$ cat config.mk
export PLATFORM = sky130hd
export DESIGN_NAME = l2_ewb
export DESIGN_NICKNAME = d
export VERILOG_FILES = /design/src/rtl/l2_ewb.sv
export SDC_FILE = /design/constraint.sdc
export NUM_CORES = 2
export LEC_CHECK = 0
export CORE_AREA = 2 2 421 423
export CTS_CLUSTER_DIAMETER = 40
export DETAILED_ROUTE_END_ITERATION = 16
export DIE_AREA = 0 0 423 425
export GPL_TIMING_DRIVEN = 1
export SETUP_SLACK_MARGIN = 0.4
export SYNTH_ARGS = -nofsm -noshare
export SYNTH_HDL_FRONTEND = slang
export SYNTH_SLANG_ARGS = --single-unit
$ cat constraint.sdc
create_clock -name clk -period 37.7 [get_ports clk]
set_clock_uncertainty 0.2 [all_clocks]
set_input_delay 7.54 -clock clk [delete_from_list [all_inputs] [get_ports clk]]
set_output_delay 7.54 -clock clk [all_outputs]
set_load 0.005 [all_outputs]
$ cat src/rtl/l2_ewb.sv
// ---------------------------------------------------------------------------
// l2_ewb -- eviction write buffer between the L2 memory-side port and memory.
//
// Dirty-line writebacks from L2 are absorbed into a small circular FIFO and
// acknowledged without waiting for memory. Reads that hit a buffered line are
// served from the buffer; read misses go straight to memory. Buffered lines
// are written back to memory whenever the L2 side is idle, or when a new
// writeback finds the FIFO full.
//
// Ports
//   clk           rising-edge clock
//   rst           asynchronous, active-low reset
//   mem_read      L2 line read request (held until mem_resp)
//   mem_write     L2 writeback request (held until mem_resp)
//   mem_address   L2 request address (low s_offset bits ignored)
//   mem_wdata256  writeback data
//   mem_rdata256  read data, valid while mem_resp=1, holds otherwise
//   mem_resp      one-cycle completion pulse to L2
//   pmem_read     memory line read (held until pmem_resp)
//   pmem_write    memory line write (held until pmem_resp)
//   pmem_address  line-aligned memory address
//   pmem_wdata    memory write data (FIFO head entry)
//   pmem_rdata    memory read data, valid with pmem_resp
//   pmem_resp     memory completion pulse
// ---------------------------------------------------------------------------
module l2_ewb #(
  parameter int s_offset = 5,
  parameter int s_line   = 256,
  parameter int depth    = 4
) (
  input  logic              clk,
  input  logic              rst,
  input  logic              mem_read,
  input  logic              mem_write,
  input  logic [31:0]       mem_address,
  input  logic [s_line-1:0] mem_wdata256,
  output logic [s_line-1:0] mem_rdata256,
  output logic              mem_resp,
  output logic              pmem_read,
  output logic              pmem_write,
  output logic [31:0]       pmem_address,
  output logic [s_line-1:0] pmem_wdata,
  input  logic [s_line-1:0] pmem_rdata,
  input  logic              pmem_resp
);

  localparam int TagW = 32 - s_offset;
  localparam int PtrW = $clog2(depth);
  localparam int CntW = $clog2(depth + 1);
  localparam logic [CntW-1:0] Full = CntW'(depth);

  typedef enum logic [1:0] {
    IDLE,
    RESP,
    READ,
    DRAIN
  } state_e;

  state_e state_q, state_d;

  logic [PtrW-1:0]   head_q, head_d;
  logic [PtrW-1:0]   tail_q, tail_d;
  logic [CntW-1:0]   count_q, count_d;
  logic [s_line-1:0] rdata_q, rdata_d;
  logic [31:0]       addr_q, addr_d;

  logic [depth-1:0]  valid_q;
  logic [TagW-1:0]   tag_q  [depth];
  logic [s_line-1:0] data_q [depth];

  logic [TagW-1:0] req_tag;
  logic [31:0]     head_addr;
  logic            hit;
  logic [PtrW-1:0] hit_idx;

  // Entry update controls produced by the next-state logic.
  logic            data_we;
  logic [PtrW-1:0] data_widx;
  logic            alloc;
  logic            clr_head;

  // Offset bits of the request address carry no meaning for a line buffer.
  logic unused_offset_bits;
  assign unused_offset_bits = ^mem_address[s_offset-1:0];

  assign req_tag   = mem_address[31:s_offset];
  assign head_addr = {tag_q[head_q], {s_offset{1'b0}}};

  // Associative lookup over every valid entry; the coalescing invariant
  // guarantees at most one match.
  always_comb begin
    hit     = 1'b0;
    hit_idx = '0;
    for (int i = 0; i < depth; i++) begin
      if (valid_q[i] && (tag_q[i] == req_tag)) begin
        hit     = 1'b1;
        hit_idx = PtrW'(i);
      end
    end
  end

  always_comb begin
    state_d   = state_q;
    head_d    = head_q;
    tail_d    = tail_q;
    count_d   = count_q;
    rdata_d   = rdata_q;
    addr_d    = addr_q;
    data_we   = 1'b0;
    data_widx = tail_q;
    alloc     = 1'b0;
    clr_head  = 1'b0;

    unique case (state_q)
      IDLE: begin
        if (mem_read) begin
          if (hit) begin
            rdata_d = data_q[hit_idx];
            state_d = RESP;
          end else begin
            addr_d  = {req_tag, {s_offset{1'b0}}};
            state_d = READ;
          end
        end else if (mem_write) begin
          if (hit) begin
            // Coalesce into the existing entry; occupancy is unchanged.
            data_we   = 1'b1;
            data_widx = hit_idx;
            state_d   = RESP;
          end else if (count_q != Full) begin
            data_we   = 1'b1;
            data_widx = tail_q;
            alloc     = 1'b1;
            tail_d    = tail_q + PtrW'(1);
            count_d   = count_q + CntW'(1);
            state_d   = RESP;
          end else begin
            // Full: free the head first, the write is re-evaluated afterwards.
            addr_d  = head_addr;
            state_d = DRAIN;
          end
        end else if (count_q != '0) begin
          addr_d  = head_addr;
          state_d = DRAIN;
        end
      end

      RESP: begin
        state_d = IDLE;
      end

      READ: begin
        if (pmem_resp) begin
          rdata_d = pmem_rdata;
          state_d = RESP;
        end
      end

      DRAIN: begin
        if (pmem_resp) begin
          clr_head = 1'b1;
          head_d   = head_q + PtrW'(1);
          count_d  = count_q - CntW'(1);
          state_d  = IDLE;
        end
      end

      default: state_d = IDLE;
    endcase
  end

  always_ff @(posedge clk or negedge rst) begin
    if (!rst) begin
      state_q <= IDLE;
      head_q  <= '0;
      tail_q  <= '0;
      count_q <= '0;
      rdata_q <= '0;
      addr_q  <= '0;
    end else begin
      state_q <= state_d;
      head_q  <= head_d;
      tail_q  <= tail_d;
      count_q <= count_d;
      rdata_q <= rdata_d;
      addr_q  <= addr_d;
    end
  end

  always_ff @(posedge clk or negedge rst) begin
    if (!rst) begin
      valid_q <= '0;
      for (int i = 0; i < depth; i++) begin
        tag_q[i] <= '0;
      end
    end else begin
      if (alloc) begin
        valid_q[tail_q] <= 1'b1;
        tag_q[tail_q]   <= req_tag;
      end
      if (clr_head) begin
        valid_q[head_q] <= 1'b0;
      end
    end
  end

  // Line data needs no reset: an entry is only read while its valid bit is set.
  always_ff @(posedge clk) begin
    if (data_we) begin
      data_q[data_widx] <= mem_wdata256;
    end
  end

  assign mem_resp     = (state_q == RESP);
  assign pmem_read    = (state_q == READ);
  assign pmem_write   = (state_q == DRAIN);
  assign pmem_address = addr_q;
  assign pmem_wdata   = data_q[head_q];
  assign mem_rdata256 = rdata_q;

endmodule

==> impl_metrics.tcl <==
set metrics [dict create \
    io_buffer_count 1085 \
    areaGrowthSynthToFinish_pct 31.5 \
    clock_sinks 1428 \
    synthFlopType "edfxtp_1" \
    tightest_slew_ns 1.15 \
    max_freq_mhz 73.8 \
    clk_latency_ns 0.85 \
    ys_warn_count 0 \
    place_congestion 0.894 \
    maxCapViolCount 0 \
    rsz0062_at_grt "no" \
    grt-ovfl-total 0 \
    routed_wl_mm 248 \
    end_kind "output pin" \
    row_count 154 \
    crit_arrival_ns 5.81 \
    vias 46220 \
    postCtsSetupRepairBufs 0 \
    reg2reg_slack_ns 31.66 \
    grt_pass1_vias 46308 \
    r2r-end "data_q[0][12]$_DFFE_PP_" \
    cts_max_level 4 \
    holdWs_ns 0.283 \
    leakagePower_nw 30.0 \
    cts-hold-fix-buffers 0 \
    drive_gt1_share_pct 19.3 \
    start_util_pct 37.4 \
    finalSetupTns_ns 0 \
    hold_viol_final 0 \
    die_area_mm2 0.180 \
    cp.required_ns 29.96 \
    r2r_start "tag_q[60]$_DFFE_PN0P_" \
    hp-start "mem_rdata256[164]$_DFFE_PN0P_" \
    ctsResizeCount 0 \
    cp_max_fo 37 \
    core_area_mm2 0.175 \
    finalPower_mw 6.66 \
    relSlewSlack_pct 23.4 \
    report.final.slew_viol_count 0 \
    floorplan.die.height_um 425 \
    dp_hpwl_mm 154 \
    clockBufferDepth 3 \
    antenna_found_initial 89 \
    critPathKind "reg -> out" \
    finalNetCount 5925 \
    cts_tree "done" \
    async_flop_share_pct 28.3 \
    drc 0 \
    min_period_ns 13.55 \
    root_buffer "clkbuf_16" \
    grt_pass1_wl_mm 349 \
    hold_path.class "reg -> reg" \
    ys_seq_area_share_pct 62.3 \
    io_pins 1096 \
    final_util_pct 49.2 \
    first_pass_iters 5 \
    ant_nets 0 \
    setup_viol 0 \
    period_share_pct 35.9 \
    synthCells 4372 \
    synth.ff_latch_count 1428 \
    status "completed" \
    syn_area_per_cell_um2 15.0 \
    synth_cell_types 49 \
    grt_usage_pct 26.7 \
    rr_worst_depth 9 \
    netlist_area_mm2 0.0656 \
    path_clk_slew_ns 0.05 \
    start_kind "register" \
    synth-edff-count 1024 \
    hold_path_depth 1 \
    powerDensity_mw_per_mm2 77.3 \
    ir_drop_mv 0.0562 \
    wl_per_cell_um 31.1 \
    grt_max_degree 136 \
    viasPerCell 5.80 \
    fp.dieW_um 423 \
    numCtsBuffers 223 \
    drtIter0Drc 4185 \
    hold-path-endpoint "mem_rdata256[164]$_DFFE_PN0P_" \
]
-- per-stage QoR --
step	std cells	worst slack (ns)	area [µm²]
detailed placement	7482	23.71	78500
global placement	7482	23.68	78500
finish	7970	24.15	86200
global route	7965	23.82	86200
floorplan	4376	8.62	65600
CTS	7907	23.99	86100
-- kinds of logic after synthesis --
group	synth area share, %
flops	62.3
compound gates	11.5
simple gates	5.25
mux	16.5
buf+inv	2.74
xor+xnor	1.51
fa+ha+maj	0.183
other cells	0.00572
-- state kept, by name (all words and copies together) (netlist names) --
name          cells
data_q         1024
mem_rdata256    256
tag_q           108
pmem_address     27
valid_q           4
count_q           3
head_q            2
state_q           2
tail_q            2
-- area by class of cell --
class / count / area [µm²]
multi-input combinational: 2542 / 23000
clock inverter: 154 / 1590
fill: 15082 / 89100
antenna: 63 / 158
tap: 2340 / 2930
timing repair buffer: 1162 / 11600
inverter: 10 / 45.0
sequential: 1428 / 40900
clock buffer: 271 / 6020
-- worst max-delay path, cell delays in order (launching register included) --
cell and delay, ns:
dfrtp_4 0.80, buf_4 0.71, buf_4 0.70, buf_4 0.72, buf_4 0.62, mux4_2 0.59
clkdlybuf4s50_1 0.68
-- worst max path at each step --
| stage | start | endpoint | slack [ns] | cells after the start |
|---|---|---|---|---|
| finish | head_q[1]$_DFFE_PN0P_ | pmem_wdata[243] | 24.15 | 6 |
| CTS | head_q[1]$_DFFE_PN0P_ | pmem_wdata[243] | 23.99 | 6 |
| global placement | mem_address[27] | data_q[0][245]$_DFFE_PP_ | 23.68 | 10 |
| global route | head_q[1]$_DFFE_PN0P_ | pmem_wdata[239] | 23.82 | 6 |
| detailed placement | mem_address[23] | data_q[0][248]$_DFFE_PP_ | 23.71 | 10 |
| floorplan | mem_address[21] | data_q[3][0]$_DFFE_PP_ | 8.62 | 7 |
-- synthesized netlist by cell type (90+ instances only) --
cell	instances	area, µm²
mux4_2	283	6370
nand2_1	90	338
mux2_2	306	3450
dfrtp_1	404	10100
a31oi_1	256	1600
edfxtp_1	1024	30700
a211oi_1	256	1920
nor2_1	268	1010
and2_1	257	1610
clkbuf_1	251	942
o31ai_1	256	1920
a21boi_0	256	1920
-- power by group --
| part | leakage (nW) | switching, mW | internal [mW] |
|---|---|---|---|
| clock | 3.67 | 0.786 | 1.28 |
| combinational | 12.1 | 1.19 | 1.23 |
| sequential | 14.2 | 0.191 | 1.98 |
| total | 30.0 | 2.17 | 4.49 |
-- routing by layer --
layer	part of all wire, %	GRT usage [%]
met1	39	33.5
met2	47	42.2
met4	5.2	14.2
met5	0.075	0
met3	8.7	7.41
-- placed cells by master, fill, tap and decap left out, types with 19 or more instances in the layout --
| master | synthesis | final |
|---|---|---|
| clkinvlp_4 | 0 | 28 |
| mux4_2 | 283 | 283 |
| diode_2 | 0 | 63 |
| a211oi_1 | 256 | 256 |
| nand4_1 | 22 | 22 |
| nor2_1 | 268 | 266 |
| buf_4 | 12 | 65 |
| inv_6 | 0 | 26 |
| bufinv_16 | 0 | 20 |
| xnor2_1 | 62 | 62 |
| clkinv_2 | 0 | 36 |
| mux2_2 | 306 | 306 |
| mux2_1 | 85 | 85 |
| clkinv_4 | 0 | 21 |
| clkbuf_1 | 251 | 28 |
| clkbuf_16 | 0 | 228 |
| o31ai_1 | 256 | 256 |
| a21boi_0 | 256 | 256 |
| a31oi_1 | 256 | 256 |
| dfrtp_1 | 404 | 402 |
| clkdlybuf4s50_1 | 0 | 1084 |
| xor2_1 | 51 | 51 |
| edfxtp_1 | 1024 | 1024 |
| nand2_1 | 90 | 86 |
| and2_1 | 257 | 256 |
| nor4_1 | 21 | 19 |
No activity file was read; power rests on OpenSTA's default activity.
